===== src/rtl/digit_scan_display.sv =====
// Captures an 8-bit value, converts it to BCD by double-dabble, and scans it
// onto a 4-digit multiplexed 7-segment display along with a hex capture count.
module digit_scan_display #(
  parameter int unsigned REFRESH_DIV = 50000
) (
  input  logic       Clk,
  input  logic       Rst,
  input  logic [7:0] data_in,
  input  logic       data_valid,
  output logic       busy,
  output logic [6:0] seg,
  output logic [3:0] an,
  output logic       dp
);

  localparam int unsigned RW = (REFRESH_DIV > 2) ? $clog2(REFRESH_DIV) : 1;

  typedef enum logic [1:0] {IDLE, CONV, LOAD} state_e;

  state_e        state_q, state_d;
  logic [7:0]    bin_q, bin_d;
  logic [11:0]   bcd_q, bcd_d, bcd_adj;
  logic [2:0]    iter_q, iter_d;
  logic [3:0]    hund_q, hund_d, tens_q, tens_d, ones_q, ones_d;
  logic [3:0]    cnt_q, cnt_d;
  logic          busy_q, busy_d;
  logic [RW-1:0] ref_q, ref_d;
  logic [1:0]    idx_q, idx_d;
  logic [6:0]    seg_q, seg_d;
  logic [3:0]    an_q, an_d;
  logic          dp_q, dp_d;
  logic          wrap;
  logic [3:0]    digit;
  logic          blank;

  function automatic logic [6:0] seg_code(input logic [3:0] d);
    case (d)
      4'h0: seg_code = 7'b1000000;
      4'h1: seg_code = 7'b1111001;
      4'h2: seg_code = 7'b0100100;
      4'h3: seg_code = 7'b0110000;
      4'h4: seg_code = 7'b0011001;
      4'h5: seg_code = 7'b0010010;
      4'h6: seg_code = 7'b0000010;
      4'h7: seg_code = 7'b1111000;
      4'h8: seg_code = 7'b0000000;
      4'h9: seg_code = 7'b0010000;
      4'hA: seg_code = 7'b0001000;
      4'hB: seg_code = 7'b0000011;
      4'hC: seg_code = 7'b1000110;
      4'hD: seg_code = 7'b0100001;
      4'hE: seg_code = 7'b0000110;
      default: seg_code = 7'b0001110;
    endcase
  endfunction

  always_comb begin
    state_d = state_q;
    bin_d   = bin_q;
    bcd_d   = bcd_q;
    iter_d  = iter_q;
    hund_d  = hund_q;
    tens_d  = tens_q;
    ones_d  = ones_q;
    cnt_d   = cnt_q;
    bcd_adj = bcd_q;
    for (int unsigned i = 0; i < 3; i++) begin
      if (bcd_q[4*i +: 4] >= 4'd5) bcd_adj[4*i +: 4] = bcd_q[4*i +: 4] + 4'd3;
    end
    case (state_q)
      IDLE: begin
        if (data_valid) begin
          bin_d   = data_in;
          bcd_d   = '0;
          iter_d  = '0;
          state_d = CONV;
        end
      end
      CONV: begin
        // Top BCD bit is always 0 for an 8-bit input, so it is shifted out.
        {bcd_d, bin_d} = 20'({bcd_adj, bin_q, 1'b0});
        iter_d = iter_q + 3'd1;
        if (iter_q == 3'd7) state_d = LOAD;
      end
      LOAD: begin
        hund_d  = bcd_q[11:8];
        tens_d  = bcd_q[7:4];
        ones_d  = bcd_q[3:0];
        cnt_d   = cnt_q + 4'd1;
        state_d = IDLE;
      end
      default: state_d = IDLE;
    endcase
    busy_d = (state_d != IDLE);
  end

  always_comb begin
    wrap  = (ref_q == RW'(REFRESH_DIV - 1));
    ref_d = wrap ? '0 : ref_q + 1'b1;
    idx_d = wrap ? idx_q + 2'd1 : idx_q;
    digit = ones_q;
    blank = 1'b0;
    case (idx_q)
      2'd0: digit = ones_q;
      2'd1: begin
        digit = tens_q;
        blank = (hund_q == 4'd0) && (tens_q == 4'd0);
      end
      2'd2: begin
        digit = hund_q;
        blank = (hund_q == 4'd0);
      end
      default: digit = cnt_q;
    endcase
    seg_d = blank ? '1 : seg_code(digit);
    an_d  = ~(4'b0001 << idx_q);
    dp_d  = (idx_q != 2'd3);
  end

  always_ff @(posedge Clk or negedge Rst) begin
    if (!Rst) begin
      state_q <= IDLE;
      bin_q   <= '0;
      bcd_q   <= '0;
      iter_q  <= '0;
      hund_q  <= '0;
      tens_q  <= '0;
      ones_q  <= '0;
      cnt_q   <= '0;
      busy_q  <= 1'b0;
      ref_q   <= '0;
      idx_q   <= '0;
      seg_q   <= '1;
      an_q    <= '1;
      dp_q    <= 1'b1;
    end else begin
      state_q <= state_d;
      bin_q   <= bin_d;
      bcd_q   <= bcd_d;
      iter_q  <= iter_d;
      hund_q  <= hund_d;
      tens_q  <= tens_d;
      ones_q  <= ones_d;
      cnt_q   <= cnt_d;
      busy_q  <= busy_d;
      ref_q   <= ref_d;
      idx_q   <= idx_d;
      seg_q   <= seg_d;
      an_q    <= an_d;
      dp_q    <= dp_d;
    end
  end

  assign busy = busy_q;
  assign seg  = seg_q;
  assign an   = an_q;
  assign dp   = dp_q;

endmodule


===== config.mk =====
export PLATFORM = sky130hd
export DESIGN_NAME = digit_scan_display
export DESIGN_NICKNAME = d
export VERILOG_FILES = /design/src/rtl/digit_scan_display.sv
export SDC_FILE = /design/constraint.sdc
export NUM_CORES = 1
export LEC_CHECK = 0
export CORE_MARGIN = 5
export CORE_UTILIZATION = 35
export CTS_BUF_LIST = sky130_fd_sc_hd__clkbuf_8 sky130_fd_sc_hd__clkbuf_16
export DETAILED_ROUTE_END_ITERATION = 16
export PLACE_DENSITY_LB_ADDON = 0.25
export RECOVER_POWER = 100
export SETUP_SLACK_MARGIN = 0.02
export SLEW_MARGIN = 25
export SYNTH_ARGS = -nofsm -noshare
export SYNTH_HDL_FRONTEND = slang
export SYNTH_SLANG_ARGS = --single-unit

===== constraint.sdc =====
create_clock -name Clk -period 2.6 [get_ports Clk]
set_clock_uncertainty 0.15 [all_clocks]
set_input_delay 0.39 -clock Clk [delete_from_list [all_inputs] [get_ports Clk]]
set_output_delay 0.39 -clock Clk [all_outputs]
set_load 0.02 [all_outputs]

Yosys cells after proc, flatten, opt, wreduce, memory -nomap -nowiden
Memories as Yosys holds them, arrays and structs flattened.
Index checks and enable logic that the tools add are counted.

word-level totals
  memory bits (read-only) = 112
  output and inout bits = 13
  input port bits = 11
  register bits = 72
  memories = 1
  word-level logic and storage cells = 59

operators by class
  add/subtract/negate cells = 7
  magnitude comparators = 3
  equality and inequality tests = 8
  shifts and indexed selects = 1
  reductions and logical operators = 8
  bitwise operators = 1
  mux-type cells = 16

memories
  name              depth  width  rd ports  clocked after memory_dff  write ports  line  text
  (name not given)  16     7      1         0                         0            37    case (d)

operators by type and width
  cell                                                                                 count
  12-bit case mux with 2 select lines                                                  1
  16-bit by 1-bit adder with 16-bit output, second input constant                      1
  16-bit == test, second input constant                                                1
  16-bit two-way mux                                                                   1
  8-bit case mux with 2 select lines                                                   1
  4-bit by 3-bit greater-or-equal comparator with 1-bit output, second input constant  3
  12-bit two-way mux                                                                   1
  4-bit case mux with 3 select lines                                                   1
  4-bit by 2-bit adder with 4-bit output, second input constant                        2
  4-bit zero test                                                                      2
  4-bit two-way mux                                                                    2
  8-bit two-way mux                                                                    1
  7-bit two-way mux                                                                    1
  3-bit two-way mux                                                                    2
  3-bit case mux with 2 select lines                                                   1
  4-bit by 1-bit adder with 4-bit output, second input constant                        1
  2-bit by 1-bit == test with 1-bit output, second input constant                      2
  2-bit == test, second input constant                                                 2
  2-bit zero test                                                                      2
  2-bit two-way mux                                                                    2
  2-bit != test, second input constant                                                 2
  4-bit inverter                                                                       1
  2-bit case mux with 2 select lines                                                   1
  2-bit nonzero test                                                                   2
  other kinds (8)                                                                      8

Logic depth before layout (Yosys ltp)
  depth in word-level cells = 4
  mapped depth = 10
  gate-level depth less buffers = 10

Least setup slack after synthesis
OpenSTA, ideal clock, no wires.

  path kind = flip-flop to flip-flop
  start = reg idx_q[0]
  end = reg seg_q[3] (netlist: seg[3])
  data required time = 2383 ps
  path slack = 310 ps
  arrival time = 2073 ps
  buffers on the path = 0
  setup time = 67 ps
  clock period less this slack = 2290 ps
  stages on the path, launching flop included = 11
  path through = dfrtp_1 -> inv_1 -> ha_1 -> a222oi_1 -> mux2i_1 -> inv_1 -> ha_1 -> nand2_1 -> o211ai_1 -> a221o_1 -> nand3_1

between the ends
  longest elaborated chain between the ends = 4
  elaborated cells on any way between the ends = 7
  those cells by class = eq/ne: 2; mux: 3; reduce/logical: 1; memory: 1

RTL lines
  item                                         line  text
  from (decl)                                  28    logic [1:0] idx_q, idx_d;
  from (signal assigned)                       147   idx_q <= idx_d;
  2-bit == test, or another cell as far along  103   case (idx_q)
  4-bit case mux with 3 select lines           103
  memory 16 x 7 bit                            n/a
  7-bit two-way mux (*)                        115   seg_d = blank ? '1 : seg_code(digit);
  net seg_d[3]                                 29    logic [6:0] seg_q, seg_d;
  to (signal assigned)                         148   seg_q <= seg_d;
  to (decl)                                    29

The timed path passes the listed nets; every way through them passes the cells marked *.
A chain may end at the register's enable or synchronous reset.

Worst setup path in the final report
Same ends and word-level chain as after synthesis.

==> impl_metrics.tcl <==
set metrics [dict create \
    synthSimpleGateAreaFrac 0.161 \
    pwr-share-clk 0.265 \
    finalCoreUtilization 0.419 \
    antenna_left 0 \
    slew_headroom -0.0323 \
    rr_startpoint "idx_q[0]$_DFFE_PN0N_" \
    synthesis.nets 370 \
    path_class "reg2reg" \
    grt_pass1_vias 2397 \
    p_int_mw 2.67 \
    core-area_mm2 0.00968 \
    insertedDiodeCount 0 \
    synth_xor_area_frac 0.0510 \
    io_pins 24 \
    crit_path_max_incr_delay_ns 0.56 \
    synthFlopType "dfrtp_1" \
    startpoint "idx_q[0]$_DFFE_PN0N_" \
    hp-class "reg2reg" \
    synth_top_family_by_area "simple AND/OR/NAND/NOR gates" \
    fp.dieW_um 109 \
    finalSetupViolCount 0 \
    cts_made_buffers 9 \
    synthAdderAreaFrac 0.0765 \
    syn_area_per_cell_um2 10.2 \
    grt_max_degree 72 \
    routed_wirelength_mm 6.47 \
    nFillCells 946 \
    nets 400 \
    grt_pass1_wl_mm 11.4 \
    synth_edf_count 0 \
    cts_max_level 3 \
    cap_violations 1 \
    p_seq_frac 0.402 \
    die_area_mm2 0.0119 \
    worstSetupEndpoint "seg[3]$_DFF_PN1_" \
    crit_fanout 5 \
    crit_path_start_kind "flip-flop" \
    yosysUniqueCellTypes 46 \
    synthCells 338 \
    async_flop_share 1.00 \
    register_area_mm2 0.00179 \
    slew_viol_final 72 \
    die_h_um 109 \
    worst_path_max_delay_cell "a222oi_1" \
    area_delta_synth_final_pct 18.3 \
    critPathBufInv 1 \
    clockBufferDepth 2 \
    rsz0062_at_grt "false" \
    yosys.area.top_type "dfrtp_1" \
    seq_area_frac_synth 0.522 \
    crit_cells 7 \
    yosysWarnings 0 \
    place.gp.congestion 0.780 \
    multi_input_area_mm2 0.00150 \
    port_buffers 23 \
    violations "max-capacitance violations, max-slew violations" \
    ir_drop_mv 0.467 \
    synthTopCellsByArea "dfrtp_1 (44%), dfstp_2 (8.4%), ha_1 (7.7%), nand2_1 (5.9%), xnor2_1 (3.1%)" \
    syn_area_mm2 0.00343 \
    crit_chain "inv_1 -> ha_1 -> a222oi_1 -> mux2_1 -> mux2_2 -> nand2_1 -> nand3_1" \
    drt_pass1_iterations 5 \
    finalHoldViolations 0 \
    max_slew.worst_pin.slew_ns 1.55 \
    ys_ff_latch 71 \
    drt_iter0_markers 88 \
    synth.top_cell.area_share 0.437 \
    min_period_ns 2.39 \
    r2r_cells 7 \
    layout_commonest_cell "dfrtp_1" \
    r2r-end "seg[3]$_DFF_PN1_" \
    vias 2415 \
    setup_tns_ns 0 \
    fin_crit_sh 0.919 \
    crit_arrival_ns 2.49 \
    swShare 0.346 \
    combPwrFrac 0.334 \
    path_clk_slew_ns 0.08 \
    required_ns 2.71 \
    wire_per_inst_um 12.8 \
    drc 0 \
    status "finished, violations left" \
    p_switching_mw 1.41 \
    grt_overflow_total 0 \
    start_util 0.355 \
    p_leak_nw 1.78 \
    final_cell_mix "dfrtp_1 (60), nand2_1 (54), inv_1 (23)" \
    worstSkewPairLatency_ns 0.35 \
    antenna_found_initial 0 \
    hpwlAfterDp_mm 4.48 \
    drive_above_1_share 0.102 \
    track_usage 0.121 \
    power_density_mw_per_mm2 1010 \
    crit_family "multiplexers" \
    max_freq_mhz 419 \
    cts_tree "yes" \
    row_count 36 \
    cts-root-buf "clkbuf_8" \
    r2r_setup_slack_ns 0.21 \
    clkSinkCount 71 \
    synth_compound_area_frac 0.125 \
    end_kind "flip-flop" \
    viasPerCell 4.77 \
    muxShareOfSynthArea 0.0244 \
]
-- cell type report --
class	instances	area share
repair buffers	31	0.0669
multi-input cells	232	0.370
clock buffers	9	0.0305
flip-flops and latches	71	0.441
clock inverters	7	0.0296
inverters	23	0.0213
well taps	133	0.0410
-- power by group through the flow --
stage	Sequential (mW)	Clock [mW]	Combinational [mW]
final	1.64	1.08	1.36
after global placement	1.66	0	1.37
after floorplan	1.67	0	0.989
after global routing	1.68	1.16	1.57
after detailed placement	1.67	0	1.41
after CTS	1.65	1.12	1.41
-- metrics by stage --
stage	power (mW)	instances	hold WS [ns]	worst slack, ns	instance area, um^2
detailed placement	3.08	489	0.307	0.255	3840
CTS	4.17	506	0.334	0.224	4090
finish	4.09	506	0.328	0.211	4060
global route	4.41	506	0.360	0.0260	4060
global placement	3.03	489	0.300	0.299	3840
floorplan	2.66	338	-0.0556	0.310	3430
-- flip-flops by register name (all words and copies together) (netlist names) --
register	cells
iter_q	3
idx_q	2
bin_q	8
tens_q	4
state_q	2
ref_q	16
bcd_q	12
seg	7
ones_q	4
cnt_q	4
hund_q	4
busy	1
an	4
-- what timing repair did --
action | CTS | global route
endpoints found under the hold margin | 60 | 0
hold buffers | 1 | 0
resized for setup | 0 | 0
setup buffers | 0 | 0
-- Yosys cell counts, types with 4 or more instances --
library cell and instances:
nor2_1 22, nor2b_1 6, o21ai_0 17, a21oi_1 13, a31oi_1 7, ha_1 21
dfrtp_1 60, nand2_1 54, dfstp_2 11, o22ai_1 4, clkbuf_1 6, xnor2_1 12
mux2i_1 5, nand3_1 8, inv_1 22, buf_2 4, xor2_1 8, o221ai_1 4
nor3_1 4, nand2b_1 8
-- how the worst min path moves through the flow --
stage                                startpoint                     to  slack [ns]  depth (start not counted)
after floorplan                             Rst   bcd_q[0]$_DFFE_PN0P_       -0.06                          0
after global placement                      Rst   cnt_q[2]$_DFFE_PN0N_        0.30                          2
after detailed placement                    Rst   cnt_q[2]$_DFFE_PN0N_        0.31                          2
after CTS                 iter_q[0]$_DFFE_PN0P_  iter_q[0]$_DFFE_PN0P_        0.33                          1
after global routing       bin_q[0]$_DFFE_PN0P_   bin_q[0]$_DFFE_PN0P_        0.36                          1
final                     iter_q[0]$_DFFE_PN0P_  iter_q[0]$_DFFE_PN0P_        0.33                          1
-- worst reg2reg max path, cell delays in order, from the launching register on --
cell      delay [ns]
dfrtp_1         0.40
inv_1           0.11
ha_1            0.27
a222oi_1        0.56
mux2_1          0.33
mux2_2          0.36
nand2_1         0.06
nand3_1         0.07
-- metal layers --
metal	wire (um)	track usage	vias up	part of all wire
met3	324	0.0385	6	0.050
met5	0	0	-	0
met2	2950	0.186	53	0.46
met1	3120	0.162	1136	0.48
met4	70	0.0379	0	0.011
li1	-	-	1220	-
-- cell families (layout without fill, tap and decap cells) --
logic type | count (synthesis) | in the layout
simple gates | 118 | 118
fa+ha+maj | 21 | 21
mux | 8 | 8
buf+inv | 35 | 70
xor+xnor | 20 | 20
flops | 71 | 71
compound gates | 65 | 65
No activity file was read; power rests on OpenSTA's default activity.
